## src/rtl/prog_readback.sv

```systemverilog
// prog_readback: sweeps an instruction-memory address range and streams each word out with its address.
// Latency: one address cycle plus one present cycle per word; an N-word sweep pulses done 2N+1 cycles after start.
// Backpressure: the captured word holds stable on out_valid until out_ready; abort drops out_valid in the same cycle.
//
// Ports
//   clk, reset          block clock (shared with the instruction memory), async active-high reset
//   start, abort        sweep request (honoured only when idle) / sweep termination
//   first_addr,
//   last_addr           inclusive address range, sampled on an accepted start; wraps past 2^ADDR_WIDTH-1
//   mem_addr,
//   mem_rd_data         instruction-memory address (0 when idle) and its combinational read data
//   prog_enable         address-mux select, this block owns the memory address while high
//   hold_cpu_reset      keeps the CPU in reset for the whole sweep
//   out_valid/ready,
//   out_data/addr/last  streamed instruction words with their address and end-of-sweep marker
//   busy, done          sweep in progress / one-cycle completion pulse (also on abort)
//
// Optional feature: define PROG_READBACK_CHECKSUM_EN to add checksum and checksum_valid, a
// modulo-2^DATA_WIDTH sum of every transferred word, flagged valid in the DONE cycle of a sweep
// that was not aborted.

module prog_readback #(
    parameter int ADDR_WIDTH = 4,
    parameter int DATA_WIDTH = 8
) (
    input  logic                  clk,
    input  logic                  reset,
    input  logic                  start,
    input  logic                  abort,
    input  logic [ADDR_WIDTH-1:0] first_addr,
    input  logic [ADDR_WIDTH-1:0] last_addr,
    output logic [ADDR_WIDTH-1:0] mem_addr,
    input  logic [DATA_WIDTH-1:0] mem_rd_data,
    output logic                  prog_enable,
    output logic                  hold_cpu_reset,
    output logic                  out_valid,
    input  logic                  out_ready,
    output logic [DATA_WIDTH-1:0] out_data,
    output logic [ADDR_WIDTH-1:0] out_addr,
    output logic                  out_last,
    output logic                  busy,
    output logic                  done
`ifdef PROG_READBACK_CHECKSUM_EN
    ,
    output logic [DATA_WIDTH-1:0] checksum,
    output logic                  checksum_valid
`endif
);

    typedef enum logic [1:0] {
        IDLE = 2'd0,
        ADDR = 2'd1,
        SEND = 2'd2,
        DONE = 2'd3
    } state_t;

    state_t                state;
    state_t                state_nxt;
    logic [ADDR_WIDTH-1:0] cur;
    logic [ADDR_WIDTH-1:0] cur_nxt;
    logic [ADDR_WIDTH-1:0] last_r;
    logic [ADDR_WIDTH-1:0] last_nxt;
    logic                  active;
    logic                  handshake;
    logic                  capture;

    // ------------------------------------------------------------------
    // Status and memory-side outputs
    // ------------------------------------------------------------------
    always_comb begin
        active         = (state != IDLE);
        busy           = active;
        prog_enable    = active;
        hold_cpu_reset = active;
        // Drive a quiet address when the mux is not ours.
        mem_addr       = active ? cur : '0;
        // abort kills the offer combinationally so a same-cycle out_ready
        // can never complete a transfer the sequencer is throwing away.
        out_valid      = (state == SEND) && !abort;
        handshake      = out_valid && out_ready;
        done           = (state == DONE);
        capture        = (state == ADDR);
    end

    // ------------------------------------------------------------------
    // Next-state logic
    // ------------------------------------------------------------------
    always_comb begin
        state_nxt = state;
        cur_nxt   = cur;
        last_nxt  = last_r;
        unique case (state)
            IDLE: begin
                // Range is sampled only here, so a start while busy leaves
                // the running sweep untouched.
                if (start) begin
                    cur_nxt   = first_addr;
                    last_nxt  = last_addr;
                    state_nxt = ADDR;
                end
            end
            ADDR: begin
                state_nxt = abort ? DONE : SEND;
            end
            SEND: begin
                if (abort) begin
                    state_nxt = DONE;
                end else if (handshake) begin
                    if (out_last) begin
                        state_nxt = DONE;
                    end else begin
                        // Natural wrap at 2^ADDR_WIDTH gives the modulo step.
                        cur_nxt   = cur + 1'b1;
                        state_nxt = ADDR;
                    end
                end
            end
            DONE: begin
                state_nxt = IDLE;
            end
            default: begin
                state_nxt = IDLE;
            end
        endcase
    end

    // ------------------------------------------------------------------
    // State and sweep registers
    // ------------------------------------------------------------------
    always_ff @(posedge clk or posedge reset) begin
        if (reset) begin
            state  <= IDLE;
            cur    <= '0;
            last_r <= '0;
        end else begin
            state  <= state_nxt;
            cur    <= cur_nxt;
            last_r <= last_nxt;
        end
    end

    // Output word register: loaded at the end of the address cycle, then
    // held for the whole SEND phase regardless of out_ready.
    always_ff @(posedge clk or posedge reset) begin
        if (reset) begin
            out_data <= '0;
            out_addr <= '0;
            out_last <= 1'b0;
        end else if (capture) begin
            out_data <= mem_rd_data;
            out_addr <= cur;
            out_last <= (cur == last_r);
        end
    end

`ifdef PROG_READBACK_CHECKSUM_EN
    // ------------------------------------------------------------------
    // Running checksum of transferred words
    // ------------------------------------------------------------------
    logic [DATA_WIDTH-1:0] csum_r;
    logic                  aborted_r;

    always_ff @(posedge clk or posedge reset) begin
        if (reset) begin
            csum_r    <= '0;
            aborted_r <= 1'b0;
        end else begin
            if ((state == IDLE) && start) begin
                csum_r    <= '0;
                aborted_r <= 1'b0;
            end else begin
                if (handshake) begin
                    csum_r <= csum_r + out_data;
                end
                // Remember that this sweep ended early so DONE does not
                // advertise a partial sum.
                if (abort && ((state == ADDR) || (state == SEND))) begin
                    aborted_r <= 1'b1;
                end
            end
        end
    end

    always_comb begin
        checksum       = csum_r;
        checksum_valid = (state == DONE) && !aborted_r;
    end
`endif

endmodule

```

## config.mk

```make
export PLATFORM = sky130hd
export DESIGN_NAME = prog_readback
export DESIGN_NICKNAME = d
export VERILOG_FILES = /design/src/rtl/prog_readback.sv
export SDC_FILE = /design/constraint.sdc
export NUM_CORES = 1
export LEC_CHECK = 0
export BUFFER_PORTS_ARGS = -buffer_cell sky130_fd_sc_hd__buf_2
export CORE_AREA = 2 2 55 57
export CTS_CLUSTER_SIZE = 10
export DETAILED_ROUTE_END_ITERATION = 8
export DIE_AREA = 0 0 57 59
export PLACE_DENSITY = 0.72
export SETUP_SLACK_MARGIN = 0.2
export SLEW_MARGIN = 20
export SYNTH_ARGS = -nofsm -noshare
export SYNTH_HDL_FRONTEND = slang
export SYNTH_SLANG_ARGS = --single-unit
```

## constraint.sdc

```tcl
create_clock -name clk -period 1.25 [get_ports clk]
set_input_delay 0.125 -clock clk [delete_from_list [all_inputs] [get_ports clk]]
set_output_delay 0.125 -clock clk [all_outputs]
set_load 0.02 [all_outputs]
```

Word level (Yosys, flattened, before mapping)
Index checks and enable logic that the tools add are counted.
{ "word_totals": {"regBits": 23, "input_bits": 21} }
{ "op_classes": {"addsub": 1, "n_eq_ne": 9, "mux": 12, "n_reduce_logical": 9} }
{ "ops": {"columns": ["cell", "n"], "rows": [
  ["4-bit two-way mux", 5],
  ["2-bit two-way mux", 4],
  ["2-bit != test, second input constant", 4],
  ["2-bit one-hot mux with 4 select lines", 1],
  ["4-bit one-hot mux with 2 select lines", 1],
  ["5-bit AND reduction", 1],
  ["4-bit by 1-bit adder with 4-bit output, second input constant", 1],
  ["2-bit == test, second input constant", 2],
  ["4-bit == test", 1],
  ["2-bit AND reduction", 2],
  ["2-bit nonzero test", 2],
  ["3-bit != test, second input constant", 1],
  ["2-bit by 1-bit == test with 1-bit output, second input constant", 1],
  ["1-bit logical AND", 2],
  ["2-bit logical NOT", 1],
  ["1-bit logical NOT", 1],
  ["1-bit two-way mux", 1]
]} }

Logic depth before layout (Yosys ltp)
{ "logic_depth": {"ltp_word": 6, "mapped_depth": 6, "depth_no_buf": 3} }

Worst setup path before layout
OpenSTA, ideal clock, no wires.
{ "synth_timing": {"path_kind": "register to register", "from": "register state[1]", "to": "register last_r[1]", "arrival_ns": 1.177, "setup_slack_ns": -0.052, "path_stages_with_launch": 4, "path_buffers": 1, "synth_period_minus_slack_ns": 1.302, "path_cell_list": "dfrtp_1 > buf_6 > nor3b_4 > mux2_2"} }
{ "synth_between": {"elab_chain_cells": 2} }
{ "synth_rtl": {"columns": ["item", "line_no", "rtl"], "rows": [
  ["start, declared", "57", "state_t state;"],
  ["start signal, assigned", "136", "state <= state_nxt;"],
  ["2-bit logical NOT", "92", "unique case (state)"],
  ["2-bit AND reduction (no source line)", null, null],
  ["end signal, assigned", "138", "last_r <= last_nxt;"],
  ["end, declared", "61", "logic [ADDR_WIDTH-1:0] last_r;"]
]} }
No other way between the ends.
A chain may end at the register's enable or synchronous reset.

Worst setup path after layout
{ "layout_timing": {"from": "register state[0]", "to": "output out_valid"} }
{ "layout_between": {"elab_chain_cells": 2} }
{ "layout_rtl": {"columns": ["item", "line_no", "rtl"], "rows": [
  ["2-bit == test", "79", "out_valid = (state == SEND) && !abort;"],
  ["1-bit logical AND", "79", null],
  ["end, declared", "36", "output logic out_valid,"]
]} }
No other way between the ends.

==> implementation parameters <==
Parameter                              Value

Run status
  Outcome ... complete, but fails checks
  Violated checks ... negative setup slack

Floorplan
  Starting density of the core ... 0.426
  Core Region ... 0.00271 mm^2
  Chip Height ... 59 um
  Die outline area ... 0.00336 mm^2
  Cell Rows ... 19
  Number of top-level pins ... 43
  Horizontal extent of the die ... 57 um

Job
  Maxcap violations ... 0

Power
  Power density of the placed cells ... 3010 mW/mm^2
  Peak supply drop ... 1.82 mV
  Total leakage power ... 0.875 nW
  Total power of the final layout ... 0.00524 W

Min path
  WHS Endpoint ... last_r[2]
  Startpoint of the worst hold path ... last_addr[2]
  Class of the worst hold path ... in2reg
  Hold path depth ... 2

Synthesis
  Synthesized net count ... 115
  Netlist area before placement ... 0.00115 mm^2
  Share of the yosys chip area belonging to registers ... 0.499
  Count of synthesis-stage warnings from yosys ... 0
  Number of distinct library cell variants in the gate-level netlist after synthesis ... 24
  Post-Synthesis Cells ... 93
  Syn Area/Cell ... 12.4 um^2
  Post-synthesis sequential element count ... 23

Placement
  Routability cong. ... 0.886
  HPWL after detailed placement ... 1940 um
  Port Buf Inserts ... 42
  Placed Instance Area ... 0.00143 mm^2

Critical path
  Worst reg-to-reg setup slack ... -0.15 ns
  Reg-to-reg critical path startpoint ... state[0]
  Sequence of cells on the critical path ... buf_6 -> inv_4 -> nand2_2 -> nor2_1 -> buf_4
  Arrival time worst endpoint ... 1.31 ns
  Element type at the critical path start ... register
  Number of cell instances on the worst register-to-register path ... 6
  Critical Path Stages ... 5
  Worst Path Required ... 1.12 ns
  Critical register-to-register path endpoint ... cur[1]
  Delay of the slowest cell on the worst path ... 0.45 ns
  Critical-path cell with the highest stage delay ... sky130_fd_sc_hd__dfrtp_1
  Critical setup path kind ... reg2out
  Worst Setup End Kind ... output pin
  Critical path peak fanout ... 3
  Cell type group with the largest total delay on the critical path ... flip-flops
  Worst path bufs/invs ... 3

Clocking
  Clock insertion delay at the later pin of the skew report ... 0.31 ns
  Clock-pin slew on the worst setup and hold paths ... 0.13 ns
  CTS tree ... done
  Number of CTS-inserted buffers ... 3
  Clock sink count ... 23
  Level count of the clock H-tree ... 1
  CTS root buf ... sky130_fd_sc_hd__clkbuf_4
  Maximum number of buffers from clock root to sink ... 2

STA
  Maximum clock rate ... 699 MHz
  Period Utilization, post-route ... 1.14
  # setup viols final ... 27
  Worst hold slack ... 0.0329 ns
  Total negative slack for setup checks ... -2.33 ns
  Final Max Slew Viols ... 0
  Post-layout minimum cycle time ... 1.43 ns
  Max-Slew Margin vs Limit ... 0.808
  Final critical-path setup slack ... -0.180 ns
  Maximum clock skew at final layout ... 0.00472 ns
  Transition time at the pin with the least slew margin ... 0.287 ns
  Unrepaired setup endpoints after global routing ... true
  Number of hold violations in the final report ... 0

Global route
  Antenna violations before repair ... 0
  Global-route wire length before repair ... 4310 um
  Gr usage total ... 0.170
  GRT Residual Overflow ... 0
  Number of global-route vias before repair ... 987
  Largest net degree at the start of global routing ... 24

Routing
  Vias/cell ... 5.09
  Final Routed Wirelength ... 2940 um
  Post-detailed-route count of antenna-violating nets ... 0
  Remaining DRCs ... 0
  DRT iter0 DRCs ... 17
  Total number of vias ... 988
  Total iterations of the first detailed-routing run ... 4
  Drt wl/cell ... 15.2 um

Finish
  Area of all placed cells without fillers ... 0.00174 mm^2
  Signed area change from the synthesized netlist to the final layout ... 51.1%
  Net count, final ... 186
  Count of filler cells inserted in the layout ... 200
  Share of final-layout standard cells stronger than drive strength 1 ... 0.663
  Antenna diode count ... 0
==> through the flow <==
| stage | utilization | worst slack (ns) | std cells |
|---|---|---|---|
| finish | 0.643 | -0.180 | 194 |
| global route | 0.643 | -0.241 | 194 |
| CTS | 0.588 | -0.176 | 185 |
| detailed placement | 0.527 | -0.0198 | 171 |
| global placement | 0.527 | 0.0162 | 171 |
| floorplan | - | -0.0520 | 93 |
==> registers in the layout, indices dropped and copies added, names as in the netlist <==
signal	count
cur	4
last_r	4
out_addr	4
out_data	8
out_last	1
state	2
==> synth_stat cells <==
cell type | n | area, um^2
sky130_fd_sc_hd__mux2_1 | 1 | 11.3
sky130_fd_sc_hd__a311o_1 | 2 | 20.0
sky130_fd_sc_hd__o211ai_1 | 2 | 15.0
sky130_fd_sc_hd__nor3b_4 | 2 | 37.5
sky130_fd_sc_hd__mux2i_1 | 1 | 10.0
sky130_fd_sc_hd__nand2_1 | 7 | 26.3
sky130_fd_sc_hd__buf_4 | 2 | 15.0
sky130_fd_sc_hd__o21ai_0 | 5 | 25.0
sky130_fd_sc_hd__inv_1 | 5 | 18.8
sky130_fd_sc_hd__o211a_1 | 1 | 10.0
sky130_fd_sc_hd__mux2_4 | 5 | 75.1
sky130_fd_sc_hd__xnor2_1 | 4 | 35.0
sky130_fd_sc_hd__dfrtp_1 | 23 | 576
sky130_fd_sc_hd__a211o_1 | 1 | 8.76
sky130_fd_sc_hd__nand3_1 | 1 | 5.00
sky130_fd_sc_hd__nand4_1 | 2 | 12.5
sky130_fd_sc_hd__nor2_1 | 7 | 26.3
sky130_fd_sc_hd__buf_6 | 4 | 45.0
sky130_fd_sc_hd__o221a_2 | 2 | 22.5
sky130_fd_sc_hd__mux2_2 | 9 | 101
sky130_fd_sc_hd__and3_1 | 1 | 6.26
sky130_fd_sc_hd__nor2b_1 | 4 | 25.0
sky130_fd_sc_hd__ha_1 | 1 | 12.5
sky130_fd_sc_hd__nand2b_4 | 1 | 13.8
==> logic make-up after synthesis <==
family,Yosys count,share of synthesized area
simple gates,25,0.132
mux,16,0.171
flops,23,0.499
compound gates,13,0.0878
fa+ha+maj,1,0.0108
buf+inv,11,0.0683
xor+xnor,4,0.0304
==> worst max path at each step <==
stage,from,end,slack (ns)
floorplan,state[1],last_r[1],-0.05
global placement,state[1],last_r[1],0.02
detailed placement,state[1],last_r[3],-0.02
CTS,state[0],mem_addr[1],-0.18
global route,state[0],out_valid,-0.24
finish,state[0],out_valid,-0.18
==> placed cells by master (no fill, tap or decap), types with 3 or more instances in the layout <==
cell type	instances
sky130_fd_sc_hd__buf_2	36
sky130_fd_sc_hd__inv_1	3
sky130_fd_sc_hd__nand2_2	3
sky130_fd_sc_hd__dfrtp_1	21
sky130_fd_sc_hd__o21ai_2	3
sky130_fd_sc_hd__clkbuf_4	3
sky130_fd_sc_hd__mux2_4	12
sky130_fd_sc_hd__buf_6	13
sky130_fd_sc_hd__nor2b_1	3
sky130_fd_sc_hd__nand2_1	4
sky130_fd_sc_hd__mux2_2	3
sky130_fd_sc_hd__nor2_1	5
sky130_fd_sc_hd__buf_4	21
sky130_fd_sc_hd__xnor2_1	4
==> layout make-up <==
cell class,count,area (um^2),share of cell area
Timing Repair Buffer,71,494,0.284
Sequential cell,23,578,0.332
Clock buffer,3,22.5,0.0129
Inverter,5,23.8,0.0136
Tap cell,31,38.8,0.0223
Multi-Input combinational cell,60,581,0.333
Clock inverter,1,5.00,0.00287
==> worst reg2reg max path, cell delays in order (launching register included) <==
cell and delay (ns):
sky130_fd_sc_hd__dfrtp_1 0.45, sky130_fd_sc_hd__buf_6 0.14, sky130_fd_sc_hd__buf_4 0.12, sky130_fd_sc_hd__buf_6 0.11
sky130_fd_sc_hd__nor2b_4 0.16, sky130_fd_sc_hd__nand2_1 0.07, sky130_fd_sc_hd__o221a_2 0.25
==> layer usage <==
metal  share of wire  wire [um]  GRT usage
met1            0.41       1210      0.196
met2            0.53       1550      0.297
met3           0.032         93     0.0306
met4           0.027         79     0.0963
met5               0          0          0
==> repair_timing <==
| action | CTS | global route |
|---|---|---|
| pin swaps | 5 | 7 |
| endpoints found under the hold margin | 23 | 0 |
| gates resized for setup | 22 | 25 |
| setup endpoints to repair | 33 | 37 |
| setup buffers | 8 | 8 |
| gates cloned | 1 | 1 |
| hold buffers | 1 | 0 |
==> power breakdown <==
| part | internal, W | switching [W] |
|---|---|---|
| Combinational | 0.00186 | 0.00161 |
| Sequential | 0.00113 | 0.000290 |
| Clock | 0.000120 | 0.000229 |
| Total | 0.00311 | 0.00213 |
(Power assumes the default switching activity.)
